## config.mk

```make
export PLATFORM = sky130hd
export DESIGN_NAME = vedic_mult_pipe
export DESIGN_NICKNAME = d
export VERILOG_FILES = /design/src/rtl/vedic_mult_pipe.sv
export SDC_FILE = /design/constraint.sdc
export NUM_CORES = 1
export LEC_CHECK = 0
export ABC_AREA = 1
export BUFFER_PORTS_ARGS = -buffer_cell sky130_fd_sc_hd__buf_4
export CELL_PAD_IN_SITES_DETAIL_PLACEMENT = 1
export CELL_PAD_IN_SITES_GLOBAL_PLACEMENT = 2
export CORE_MARGIN = 3
export CORE_UTILIZATION = 31
export CTS_CLUSTER_SIZE = 25
export DETAILED_ROUTE_END_ITERATION = 8
export GPL_TIMING_DRIVEN = 0
export PLACE_DENSITY = 0.83
export SLEW_MARGIN = 0
export SYNTH_ARGS = -nofsm -noshare
export SYNTH_HDL_FRONTEND = slang
export SYNTH_SLANG_ARGS = --single-unit
```

## constraint.sdc

```tcl
create_clock -name clk -period 4.7 [get_ports clk]
set_clock_uncertainty 0.05 [all_clocks]
set_input_delay 0.235 -clock clk [delete_from_list [all_inputs] [get_ports clk]]
set_output_delay 0.235 -clock clk [all_outputs]
set_load 0.01 [all_outputs]
```

## src/rtl/vedic_mult_pipe.sv

```systemverilog
// vedic_mult_pipe: 3-stage signed/unsigned Vedic multiplier with
// valid/ready handshakes, in-order results and a sideband tag.

module ks_add #(
    parameter int N = 8
) (
    input  logic [N-1:0] x,
    input  logic [N-1:0] y,
    input  logic         cin,
    output logic [N-1:0] s
);
    // Prefix tree covers the low N-1 bits; the MSB only needs its carry-in.
    localparam int M = N - 1;
    localparam int L = (M > 1) ? $clog2(M) : 0;

    logic [M-1:0] p0;
    logic [M-1:0] gg;
    logic [M-1:0] tt;
    logic [M-1:0] gn;
    logic [M-1:0] tn;
    logic [M:0]   cc;

    always_comb begin
        gg = x[M-1:0] & y[M-1:0];
        tt = x[M-1:0] ^ y[M-1:0];
        gn = gg;
        tn = tt;
        for (int l = 0; l < L; l++) begin
            for (int i = (1 << l); i < M; i++) begin
                gn[i] = gg[i] | (tt[i] & gg[i-(1<<l)]);
                tn[i] = tt[i] & tt[i-(1<<l)];
            end
            gg = gn;
            tt = tn;
        end
    end

    assign p0 = x[M-1:0] ^ y[M-1:0];
    assign cc = {gg | (tt & {M{cin}}), cin};
    assign s  = {x[N-1] ^ y[N-1] ^ cc[M], p0 ^ cc[M-1:0]};
endmodule

module vedic_comb #(
    parameter int H = 2
) (
    input  logic [2*H-1:0] ll,
    input  logic [2*H-1:0] lh,
    input  logic [2*H-1:0] hl,
    input  logic [2*H-1:0] hh,
    output logic [4*H-1:0] p
);
    logic [2*H:0]   mid;
    logic [3*H-1:0] hi;

    ks_add #(.N(2*H+1)) u_mid (
        .x   ({1'b0, lh}),
        .y   ({1'b0, hl}),
        .cin (1'b0),
        .s   (mid)
    );

    // Low H bits of ll pass straight through; the cross terms land above them.
    ks_add #(.N(3*H)) u_hi (
        .x   ({hh, ll[2*H-1:H]}),
        .y   ({{(H-1){1'b0}}, mid}),
        .cin (1'b0),
        .s   (hi)
    );

    assign p = {hi, ll[H-1:0]};
endmodule

module vedic_mul #(
    parameter int N = 4
) (
    input  logic [N-1:0]   a,
    input  logic [N-1:0]   b,
    output logic [2*N-1:0] p
);
    if (N == 2) begin : g_cell
        logic c0;
        logic c1;
        logic k;
        logic t;
        assign c0 = a[1] & b[0];
        assign c1 = a[0] & b[1];
        assign k  = c0 & c1;
        assign t  = a[1] & b[1];
        assign p  = {t & k, t ^ k, c0 ^ c1, a[0] & b[0]};
    end else begin : g_rec
        localparam int H = N / 2;
        logic [N-1:0] ll;
        logic [N-1:0] lh;
        logic [N-1:0] hl;
        logic [N-1:0] hh;

        vedic_mul #(.N(H)) u_ll (.a(a[H-1:0]), .b(b[H-1:0]), .p(ll));
        vedic_mul #(.N(H)) u_lh (.a(a[H-1:0]), .b(b[N-1:H]), .p(lh));
        vedic_mul #(.N(H)) u_hl (.a(a[N-1:H]), .b(b[H-1:0]), .p(hl));
        vedic_mul #(.N(H)) u_hh (.a(a[N-1:H]), .b(b[N-1:H]), .p(hh));

        vedic_comb #(.H(H)) u_comb (
            .ll (ll),
            .lh (lh),
            .hl (hl),
            .hh (hh),
            .p  (p)
        );
    end
endmodule

module vedic_mult_pipe #(
    parameter int W     = 8,
    parameter int TAG_W = 4
) (
    input  logic             clk,
    input  logic             rst,
    input  logic             in_valid,
    output logic             in_ready,
    input  logic             in_signed,
    input  logic [W-1:0]     a,
    input  logic [W-1:0]     b,
    input  logic [TAG_W-1:0] in_tag,
    output logic             out_valid,
    input  logic             out_ready,
    output logic [2*W-1:0]   p,
    output logic [TAG_W-1:0] out_tag
);
    localparam int H = W / 2;

    typedef struct packed {
        logic             v;
        logic             sgn;
        logic [TAG_W-1:0] tag;
        logic [W-1:0]     a;
        logic [W-1:0]     b;
    } s1_t;

    typedef struct packed {
        logic             v;
        logic             neg;
        logic [TAG_W-1:0] tag;
        logic [W-1:0]     ll;
        logic [W-1:0]     lh;
        logic [W-1:0]     hl;
        logic [W-1:0]     hh;
    } s2_t;

    s1_t s1;
    s2_t s2;

    logic           stall;
    logic [W-1:0]   ma;
    logic [W-1:0]   mb;
    logic [W-1:0]   ll;
    logic [W-1:0]   lh;
    logic [W-1:0]   hl;
    logic [W-1:0]   hh;
    logic [2*W-1:0] mag;
    logic [2*W-1:0] res;

    assign stall    = out_valid & ~out_ready;
    assign in_ready = ~stall;

    // -2^(W-1) negates to itself, which reads correctly as an unsigned magnitude.
    assign ma = (s1.sgn & s1.a[W-1]) ? -s1.a : s1.a;
    assign mb = (s1.sgn & s1.b[W-1]) ? -s1.b : s1.b;

    vedic_mul #(.N(H)) u_ll (.a(ma[H-1:0]), .b(mb[H-1:0]), .p(ll));
    vedic_mul #(.N(H)) u_lh (.a(ma[H-1:0]), .b(mb[W-1:H]), .p(lh));
    vedic_mul #(.N(H)) u_hl (.a(ma[W-1:H]), .b(mb[H-1:0]), .p(hl));
    vedic_mul #(.N(H)) u_hh (.a(ma[W-1:H]), .b(mb[W-1:H]), .p(hh));

    vedic_comb #(.H(H)) u_comb (
        .ll (s2.ll),
        .lh (s2.lh),
        .hl (s2.hl),
        .hh (s2.hh),
        .p  (mag)
    );

    ks_add #(.N(2*W)) u_neg (
        .x   (mag ^ {(2*W){s2.neg}}),
        .y   ('0),
        .cin (s2.neg),
        .s   (res)
    );

    always_ff @(posedge clk) begin
        if (rst) begin
            s1        <= '0;
            s2        <= '0;
            out_valid <= 1'b0;
            p         <= '0;
            out_tag   <= '0;
        end else if (!stall) begin
            s1.v      <= in_valid;
            s1.sgn    <= in_signed;
            s1.tag    <= in_tag;
            s1.a      <= a;
            s1.b      <= b;
            s2.v      <= s1.v;
            s2.neg    <= s1.sgn & (s1.a[W-1] ^ s1.b[W-1]);
            s2.tag    <= s1.tag;
            s2.ll     <= ll;
            s2.lh     <= lh;
            s2.hl     <= hl;
            s2.hh     <= hh;
            out_valid <= s2.v;
            p         <= res;
            out_tag   <= s2.tag;
        end
    end
endmodule
```

==> results of run 1 <==
-- cells by family after synthesis --
family,Yosys count
flip-flops,81
adder cells (fa/ha/maj),100
XOR/XNOR,58
AO/OA/AOI/OAI,178
buffers and inverters,133
AND/OR/NAND/NOR,320
-- cells in the final DEF, fill, tap and decap left out, drive strengths merged, types with 10 or more instances in the layout --
cell type / synthesis / layout
nand3: 39 / 39
ha: 90 / 90
inv: 103 / 105
o21ai: 80 / 80
nor2: 153 / 153
xnor2: 29 / 29
nand2: 109 / 109
o21bai: 12 / 12
a21oi: 67 / 67
clkbuf: 26 / 36
fa: 10 / 10
dfxtp: 81 / 81
xor2: 29 / 29
buf: 2 / 49
-- final timing paths --
kind,to,slack [ns],cells past startpoint
setup reg to reg,s2[15],0.44,23
hold reg to reg,s2[16],0.42,2
setup / recovery,s2[15],0.44,23
hold / removal,s2[24],0.04,2
-- sequential cells by signal, summed over array words and instances, names as in the netlist --
register	count
out_tag	4
out_valid	1
p	16
s1	22
s2	38
-- power by group --
| part | total [W] | internal, W | leakage [nW] | switching [W] |
|---|---|---|---|---|
| combinational | 0.000537 | 0.000210 | 3.10 | 0.000327 |
| clock | 0.000697 | 0.000378 | 0.136 | 0.000319 |
| sequential | 0.000782 | 0.000741 | 0.666 | 0.0000410 |
-- critical path, stage by stage (launching register included) --
cell        delay [ns]
dfxtp_1           0.47
clkinvlp_4        0.25
ha_1              0.25
inv_1             0.06
nor3_1            0.06
nand2_1           0.07
nand2_1           0.06
or2_2             0.27
nand2_1           0.16
inv_1             0.18
nor2_1            0.12
ha_1              0.16
ha_1              0.22
ha_1              0.34
xnor2_1           0.15
ha_1              0.33
a21oi_1           0.15
inv_1             0.05
a31oi_1           0.22
o21bai_1          0.09
a21oi_1           0.16
xnor2_1           0.09
o21bai_1          0.12
inv_1             0.05
-- layer usage --
| layer | part of all wire | track usage | wire length, um | up-vias |
|---|---|---|---|---|
| met5 | 0 | 0 | 0 | - |
| met1 | 0.49 | 0.227 | 8860 | 2683 |
| met2 | 0.48 | 0.295 | 8800 | 53 |
| li1 | - | - | - | 2948 |
| met4 | 0.011 | 0.0348 | 196 | 0 |
| met3 | 0.021 | 0.0292 | 387 | 8 |
-- repair_timing --
| item | CTS | global route |
|---|---|---|
| endpoints found under the setup margin | 4 | 4 |
| gates resized for setup | 2 | 4 |
| buffers inserted | 0 | 1 |
| hold buffers | 0 | 0 |
-- cell type report --
type / count / area [um^2]
Fill cell: 2528 / 12400
Multi-Input combinational cell: 656 / 4230
Sequential cell: 81 / 1620
Inverter: 105 / 402
Timing Repair Buffer: 47 / 353
Tap cell: 265 / 332
Clock buffer: 10 / 239
Buffer: 28 / 118
Clock inverter: 6 / 50.0
-- per-stage QoR --
| stage | utilization | std cells | hold WS, ns |
|---|---|---|---|
| after global placement | 0.354 | 1181 | 0.401 |
| after floorplan | - | 870 | 0.254 |
| after global routing | 0.371 | 1198 | 0.0401 |
| final | 0.371 | 1198 | 0.0366 |
| after CTS | 0.369 | 1197 | 0.0262 |
| after detailed placement | 0.354 | 1181 | 0.404 |
==> impl_metrics.yaml, run 1 <==
setup_path:
  worstSetupEndpointType: "flip-flop"
  reg2reg_from: "s1[8]"
  cp.required_ns: 4.88
  worst-path-max-fanout: 8
  cp-startpoint: "s1[8]"
  criticalPathCategory: "reg2reg"
  start_kind: "flip-flop"
  cp.arrival_ns: 4.44
worst_hold_path:
  min_path_type: "in2reg"
  hp-start: "rst"
routing:
  drt-total-wl_mm: 18.2
  vias: 5692
  ant_nets: 0
  drtIter0Drc: 135
  drcViolationCount: 0
  first_pass_iters: 4
  wl_per_cell_um: 15.2
  viasPerCell: 4.75
synthesis:
  yosysMostFrequentCell: "nor2_1"
  synth_top_area_frac: 0.256
  ys_top_cells_by_area: "dfxtp_1 26%, ha_1 18%, nor2_1 8.7%"
  synth-adder-area-share: 0.210
  seq_area_frac_synth: 0.256
  synth.distinct_cells: 38
  synthArstFlopShare: 0
  netlist_instances: 870
  synth_top_family_by_area: "simple AND/OR/NAND/NOR gates"
  yosysTopAreaCell: "dfxtp_1"
  ys_ff_latch: 81
  ys_top_cells_by_count: "146 x nor2_1, 107 x nand2_1, 96 x inv_1, 90 x ha_1, 81 x dfxtp_1"
  synth_nets: 995
  synth_compound_area_frac: 0.153
  synth-simple-area-share: 0.211
  synth_xor_area_frac: 0.0886
  yosys_warnings: 0
  synth.avg_cell_area_um2: 7.27
  synth_area_mm2: 0.00632
  muxShareOfSynthArea: 0
  synth_ff_type: "dfxtp_1"
  synth_edf_count: 0
floorplan:
  row_count: 51
  io_pins: 47
  die_y_um: 149
  initial_core_util: 0.320
  core_mm2: 0.0198
  die_area_mm2: 0.0221
  die_w_um: 149
sta:
  finalSetupTns_ns: 0
  setup_ws_ns: 0.440
  finalSetupViolCount: 0
  period_share: 0.906
  fmax_mhz: 235
  slew_headroom: 0.402
  maxSlewViolCount: 0
  hold_viol_final: 0
  worst_pin_slew_ns: 0.894
  rsz0062_at_grt: "no"
  fin_crit_ns: 4.26
final_layout:
  fin_nets: 1053
  diodes: 0
  design_area_mm2: 0.00734
  area_growth_pct: 16.1
  drive_above_1_share: 0.107
global_routing:
  grt_max_degree: 16
  grt_pass1_wl_mm: 30.3
  antenna_found_initial: 0
  overflow: 0
  grt_util_all_layers: 0.171
  grt_pass1_vias: 5893
placed_design:
  dpl_cell_area_mm2: 0.00700
  pre_cts_ws_ns: -0.191
  io_buffers: 46
  gp_congestion: 0.803
  dp_hpwl_mm: 14.7
clocking:
  cts_buffers: 9
  insertion_delay_ns: 0.35
  cts_tree: "done"
  clockBufferDepth: 2
  h-tree-depth: 3
  cts_root_buf: "clkbuf_16"
  clkSinkCount: 81
  clk_pin_slew_ns: 0.07
power_and_ir_drop:
  powerDensity_mw_per_mm2: 275
  total_power_w: 0.00202
  ir_drop_mv: 0.163
  p_leak_nw: 3.90
run:
  maxCapViolCount: 0
run_status:
  status: "completed"
Note: power is estimated with default switching activity, not from simulation.
==> run 2, diff against run 1 <==
--- a/config.mk
+++ b/config.mk
@@ -7,15 +7,12 @@
 export LEC_CHECK = 0
 export ABC_AREA = 1
 export BUFFER_PORTS_ARGS = -buffer_cell sky130_fd_sc_hd__buf_4
-export CELL_PAD_IN_SITES_DETAIL_PLACEMENT = 1
-export CELL_PAD_IN_SITES_GLOBAL_PLACEMENT = 2
 export CORE_MARGIN = 3
 export CORE_UTILIZATION = 31
 export CTS_CLUSTER_SIZE = 25
 export DETAILED_ROUTE_END_ITERATION = 8
 export GPL_TIMING_DRIVEN = 0
-export PLACE_DENSITY = 0.83
-export SLEW_MARGIN = 0
+export PLACE_DENSITY = 0.58
 export SYNTH_ARGS = -nofsm -noshare
 export SYNTH_HDL_FRONTEND = slang
 export SYNTH_SLANG_ARGS = --single-unit
==> impl_metrics.yaml, run 2 (synthesis gave the netlist of run 1 again) <==
floorplan:
  die_y_um: 149
  row_count: 51
  die_area_mm2: 0.0221
  io_pins: 47
  die_w_um: 149
  core_mm2: 0.0198
  initial_core_util: 0.320
sta:
  fin_crit_ns: 4.34
  finalSetupViolCount: 0
  slew_headroom: 0.384
  finalSetupTns_ns: 0
  rsz0062_at_grt: "no"
  fmax_mhz: 231
  period_share: 0.923
  worst_pin_slew_ns: 0.918
  maxSlewViolCount: 0
  hold_viol_final: 0
clocking:
  cts_tree: "done"
  clockBufferDepth: 2
  cts_root_buf: "clkbuf_16"
  ctsResizeCount: 0
  clkSinkCount: 81
  h-tree-depth: 3
  ctsHoldBuffers: 0
  insertion_delay_ns: 0.35
  cts_setup_buffers: 0
  clk_pin_slew_ns: 0.06
  cts_buffers: 9
placed_design:
  dpl_cell_area_mm2: 0.00700
  io_buffers: 46
  dp_cells: 1181
  dp_hpwl_mm: 12.7
  gp_congestion: 0.865
routing:
  viasPerCell: 4.60
  ant_nets: 0
  vias: 5496
  drt-total-wl_mm: 16.1
  drtIter0Drc: 290
  first_pass_iters: 5
  drcViolationCount: 0
  wl_per_cell_um: 13.5
global_routing:
  antenna_found_initial: 0
  grt_max_degree: 14
  grt_pass1_wl_mm: 27.0
  grt_util_all_layers: 0.152
  grt_pass1_vias: 5389
  overflow: 0
final_layout:
  reg_top3: "s2: 38 flops, s1: 22 flops, p: 16 flops"
  largest_register: "s2"
  final_cell_mix: "146 x nor2_1, 107 x nand2_1, 96 x inv_1, 90 x ha_1, 81 x dfxtp_1"
  area_growth_pct: 15.8
  fin_cells: 1195
  largest_reg_flops: 38
  mostFrequentLayoutCell: "nor2_1"
  design_area_mm2: 0.00732
  diodes: 0
  drive_above_1_share: 0.103
  num-fill-cells: 2144
  fin_nets: 1052
setup_path:
  criticalPathCategory: "reg2reg"
  r2r_slack_ns: 0.36
  worst-path-max-fanout: 8
  cp.required_ns: 4.89
  critical-path-max-stage-delay_ns: 0.46
  cpMaxStageDelayCell: "fa_1"
  worstSetupEndpointType: "flip-flop"
  crit_chain: "clkinv_1, ha_1, inv_1, nor3_1, o21ai_0, nand2_1, inv_1, nor2_1, ha_1, inv_1, fa_1, xnor2_1, ha_1, a21oi_1, inv_1, a31oi_1, o21bai_1, a21oi_1, xnor2_1, o21bai_1, inv_1"
  cp-startpoint: "s1[8]"
  start_kind: "flip-flop"
  cp.arrival_ns: 4.53
  r2r_end: "s2[15]"
  worst-r2r-cell-count: 21
  crit_buf_inv: 6
  reg2reg_from: "s1[8]"
  crit_top_cell: "inv_1"
  crit_end: "s2[15]"
  critPathTopFamily: "adder cells"
  crit_cells: 21
power_and_ir_drop:
  powerDensity_mw_per_mm2: 273
  p_leak_nw: 3.90
  ir_drop_mv: 0.171
  total_power_w: 0.00200
run:
  maxCapViolCount: 0
worst_hold_path:
  min_path_type: "in2reg"
  hp-start: "rst"
run_status:
  status: "completed"
[run 2: worst min-delay path by stage]
stage / endpoint / cells past startpoint
floorplan: s2[16] / 1
detailed placement: s2[24] / 2
CTS: s2[24] / 2
finish: s2[24] / 2
global placement: s2[16] / 2
global route: s2[24] / 2
[run 2: through the flow]
step	worst slack [ns]	utilization	hold slack (ns)
6_report	0.364	0.370	0.0287
5_1_grt	0.0197	0.370	0.0232
2_1_floorplan	0.922	-	0.254
4_1_cts	0.0696	0.368	0.0199
3_3_place_gp	0.129	0.354	0.390
3_5_place_dp	0.0832	0.354	0.391
[run 2: area by class of cell]
type	count	area (um^2)	area share
sequential	81	1620	0.221
timing repair buffer	46	345	0.0472
clock buffer	9	225	0.0308
inverter	105	398	0.0543
clock inverter	5	56.3	0.00769
multi-input combinational	656	4230	0.577
buffer	28	118	0.0161
tap	265	332	0.0453
[run 2: routing by layer]
layer  routed length, um  global-route usage  part of all wire
met4                 300              0.0426             0.019
met1                8040               0.206              0.50
met3                 645              0.0359             0.040
met2                7120               0.242              0.44
met5                   0                   0                 0
[run 2: report_power, final]
part	total, W	internal (W)	switching (W)
Combinational	0.000521	0.000207	0.000314
Sequential	0.000781	0.000742	0.0000394
Clock	0.000696	0.000405	0.000290
==> run 3, diff against run 2 <==
--- a/config.mk
+++ b/config.mk
@@ -11,8 +11,10 @@
 export CORE_UTILIZATION = 31
 export CTS_CLUSTER_SIZE = 25
 export DETAILED_ROUTE_END_ITERATION = 8
+export GPL_ROUTABILITY_DRIVEN = 0
 export GPL_TIMING_DRIVEN = 0
-export PLACE_DENSITY = 0.58
+export PLACE_DENSITY = 0.59
 export SYNTH_ARGS = -nofsm -noshare
 export SYNTH_HDL_FRONTEND = slang
+export SYNTH_HIERARCHICAL = 1
 export SYNTH_SLANG_ARGS = --single-unit
==> constraint.sdc (replaced) <==
create_clock -name clk -period 3.8 [get_ports clk]
set_clock_uncertainty 0.05 [all_clocks]
set_input_delay 0.19 -clock clk [delete_from_list [all_inputs] [get_ports clk]]
set_output_delay 0.19 -clock clk [all_outputs]
set_load 0.01 [all_outputs]
==> impl_metrics.yaml, run 3 <==
run_status:
  status: "completed"
clocking:
  cts_tree: "done"
  cts_buffers: 9
  cts_root_buf: "clkbuf_16"
  clockBufferDepth: 2
  clk_pin_slew_ns: 0.06
  h-tree-depth: 3
  clkSinkCount: 81
  insertion_delay_ns: 0.35
floorplan:
  die_y_um: 171
  initial_core_util: 0.320
  core_mm2: 0.0265
  row_count: 59
  io_pins: 47
  die_area_mm2: 0.0294
  die_w_um: 171
synthesis:
  ys_top_cells_by_count: "404 x nand2_1, 265 x inv_1, 194 x nor2_1, 104 x ha_1, 81 x dfxtp_1"
  synth_ff_type: "dfxtp_1"
  yosysMostFrequentCell: "nand2_1"
  ys_top_cells_by_area: "dfxtp_1 19%, nand2_1 18%, ha_1 15%"
  yosys_warnings: 6
  yosysTopAreaCell: "dfxtp_1"
  synth.avg_cell_area_um2: 6.05
  synth_edf_count: 0
  synth.distinct_cells: 31
  synth_area_mm2: 0.00848
  netlist_instances: 1401
  synth_top_area_frac: 0.191
  synthArstFlopShare: 0
  seq_area_frac_synth: 0.191
  ys_ff_latch: 81
sta:
  slew_headroom: 0.615
  setup_ws_ns: 0.244
  fmax_mhz: 281
  worst_pin_slew_ns: 0.578
  finalSetupViolCount: 0
  hold_viol_final: 0
  period_share: 0.936
  fin_crit_ns: 3.56
  maxSlewViolCount: 0
final_layout:
  diodes: 0
  largest_register: "s2"
  fin_nets: 1667
  area_growth_pct: 21.4
  mostFrequentLayoutCell: "nand2_1"
  final_util: 0.388
  largest_reg_flops: 38
  fin_cells: 1867
  final_cell_mix: "397 x nand2_1, 260 x inv_1, 189 x nor2_1, 84 x ha_1, 76 x dfxtp_1"
  drive_above_1_share: 0.114
  reg_top3: "s2: 38 flops, s1: 22 flops, p: 16 flops"
global_routing:
  busiest_layer: "met2"
  grt_pass1_wl_mm: 35.0
  grtUsageMet3: 0.0191
  globalRouteMet1Util: 0.190
  grt_util_all_layers: 0.145
  grt_pass1_vias: 7591
  overflow: 0
  antenna_found_initial: 0
  use_met2: 0.253
  grt_max_degree: 15
placed_design:
  io_buffers: 46
  pre_cts_ws_ns: -0.509
  dp_cells: 1839
  dp_hpwl_mm: 16.4
setup_path:
  criticalPathCategory: "reg2reg"
  worst-r2r-cell-count: 26
  worstSetupEndpointType: "flip-flop"
  start_kind: "flip-flop"
  cp.required_ns: 3.99
  worst-path-max-fanout: 5
  cp.arrival_ns: 3.75
routing:
  ant_nets: 0
  wl_per_cell_um: 11.1
  drcViolationCount: 0
  viasPerCell: 4.39
  drtIter0Drc: 383
  drt-total-wl_mm: 20.7
  first_pass_iters: 5
  vias: 8190
power_and_ir_drop:
  p_leak_nw: 6.02
  ir_drop_mv: 0.209
  powerDensity_mw_per_mm2: 407
worst_hold_path:
  hold_path_depth: 3
  min_path_type: "in2reg"
run:
  maxCapViolCount: 0
[run 3: layout make-up]
| cell class | instances | area, um^2 |
|---|---|---|
| Fill cell | 2869 | 16200 |
| Multi-Input combinational cell | 1071 | 6220 |
| Sequential cell | 81 | 1630 |
| Inverter | 267 | 1000 |
| Timing Repair Buffer | 58 | 440 |
| Tap cell | 335 | 419 |
| Clock buffer | 10 | 239 |
| Buffer | 39 | 223 |
| Clock inverter | 6 | 115 |
[run 3: worst max-delay path, stage by stage, from the launching register on]
cell and delay, ns:
dfxtp_1 0.37, ha_2 0.32, nand2_1 0.07, nand2_1 0.09, a21oi_2 0.14, nand3_1 0.08
nand2_1 0.06, nand2_1 0.11, ha_4 0.29, nand2_1 0.12, inv_1 0.05, nand2_1 0.06
nand2_1 0.06, inv_1 0.05, nand2_1 0.06, xor2_1 0.16, xor2_1 0.17, ha_1 0.37
nand2_2 0.15, nor3_4 0.06, and2_1 0.13, nand2_1 0.08, nand2_1 0.05, nand2_1 0.05
nand2_1 0.08, nor2_1 0.11, nor2_1 0.05
[run 3: path summary, 6_finish.rpt]
path	from	end	slack [ns]
min reg2reg	s2[37]	out_valid	0.41
min	b[5]	s1[5]	0.01
max reg2reg	s2[21]	p[15]	0.24
max	s2[21]	p[15]	0.24
[run 3: metrics by stage]
stage	hold slack [ns]	power, W	area [um^2]	setup TNS [ns]
global placement	0.315	0.00296	9460	-4.00
floorplan	0.212	0.00253	8690	0
finish	0.0133	0.00419	10300	0
detailed placement	0.319	0.00297	9460	-4.97
CTS	0.00111	0.00404	9930	0
global route	0.0126	0.00459	10300	-0.0246
[run 3: cells by family after synthesis]
kind of cell               synth area share
and+or+nand+nor                       0.329
AOI/OAI and AO/OA                    0.0794
other                               0.00266
xor gates and xnor gates             0.0738
buffers and inverters                 0.145
adders and majority gates             0.179
DFF                                   0.191
[run 3: repair_timing]
item | CTS | global route
pin swaps | 1 | 13
gates cloned | 0 | 0
hold endpoints to repair | 2 | 0
setup endpoints to repair | 17 | 17
gates resized for setup | 16 | 63
setup buffers | 4 | 6
hold buffers | 2 | 0
[run 3: routing by layer]
metal / share of wire / vias to the layer above
met1: 0.48 / 3616
met2: 0.47 / 106
met3: 0.029 / 21
met4: 0.015 / 0
li1: - / 4447
met5: 0 / -
[run 3: report_power, final]
part / internal, W / switching [W] / leakage (nW)
clock network: 0.000662 / 0.000372 / 0.169
registers: 0.000975 / 0.0000817 / 0.673
logic: 0.000870 / 0.00123 / 5.18
total: 0.00251 / 0.00168 / 6.02
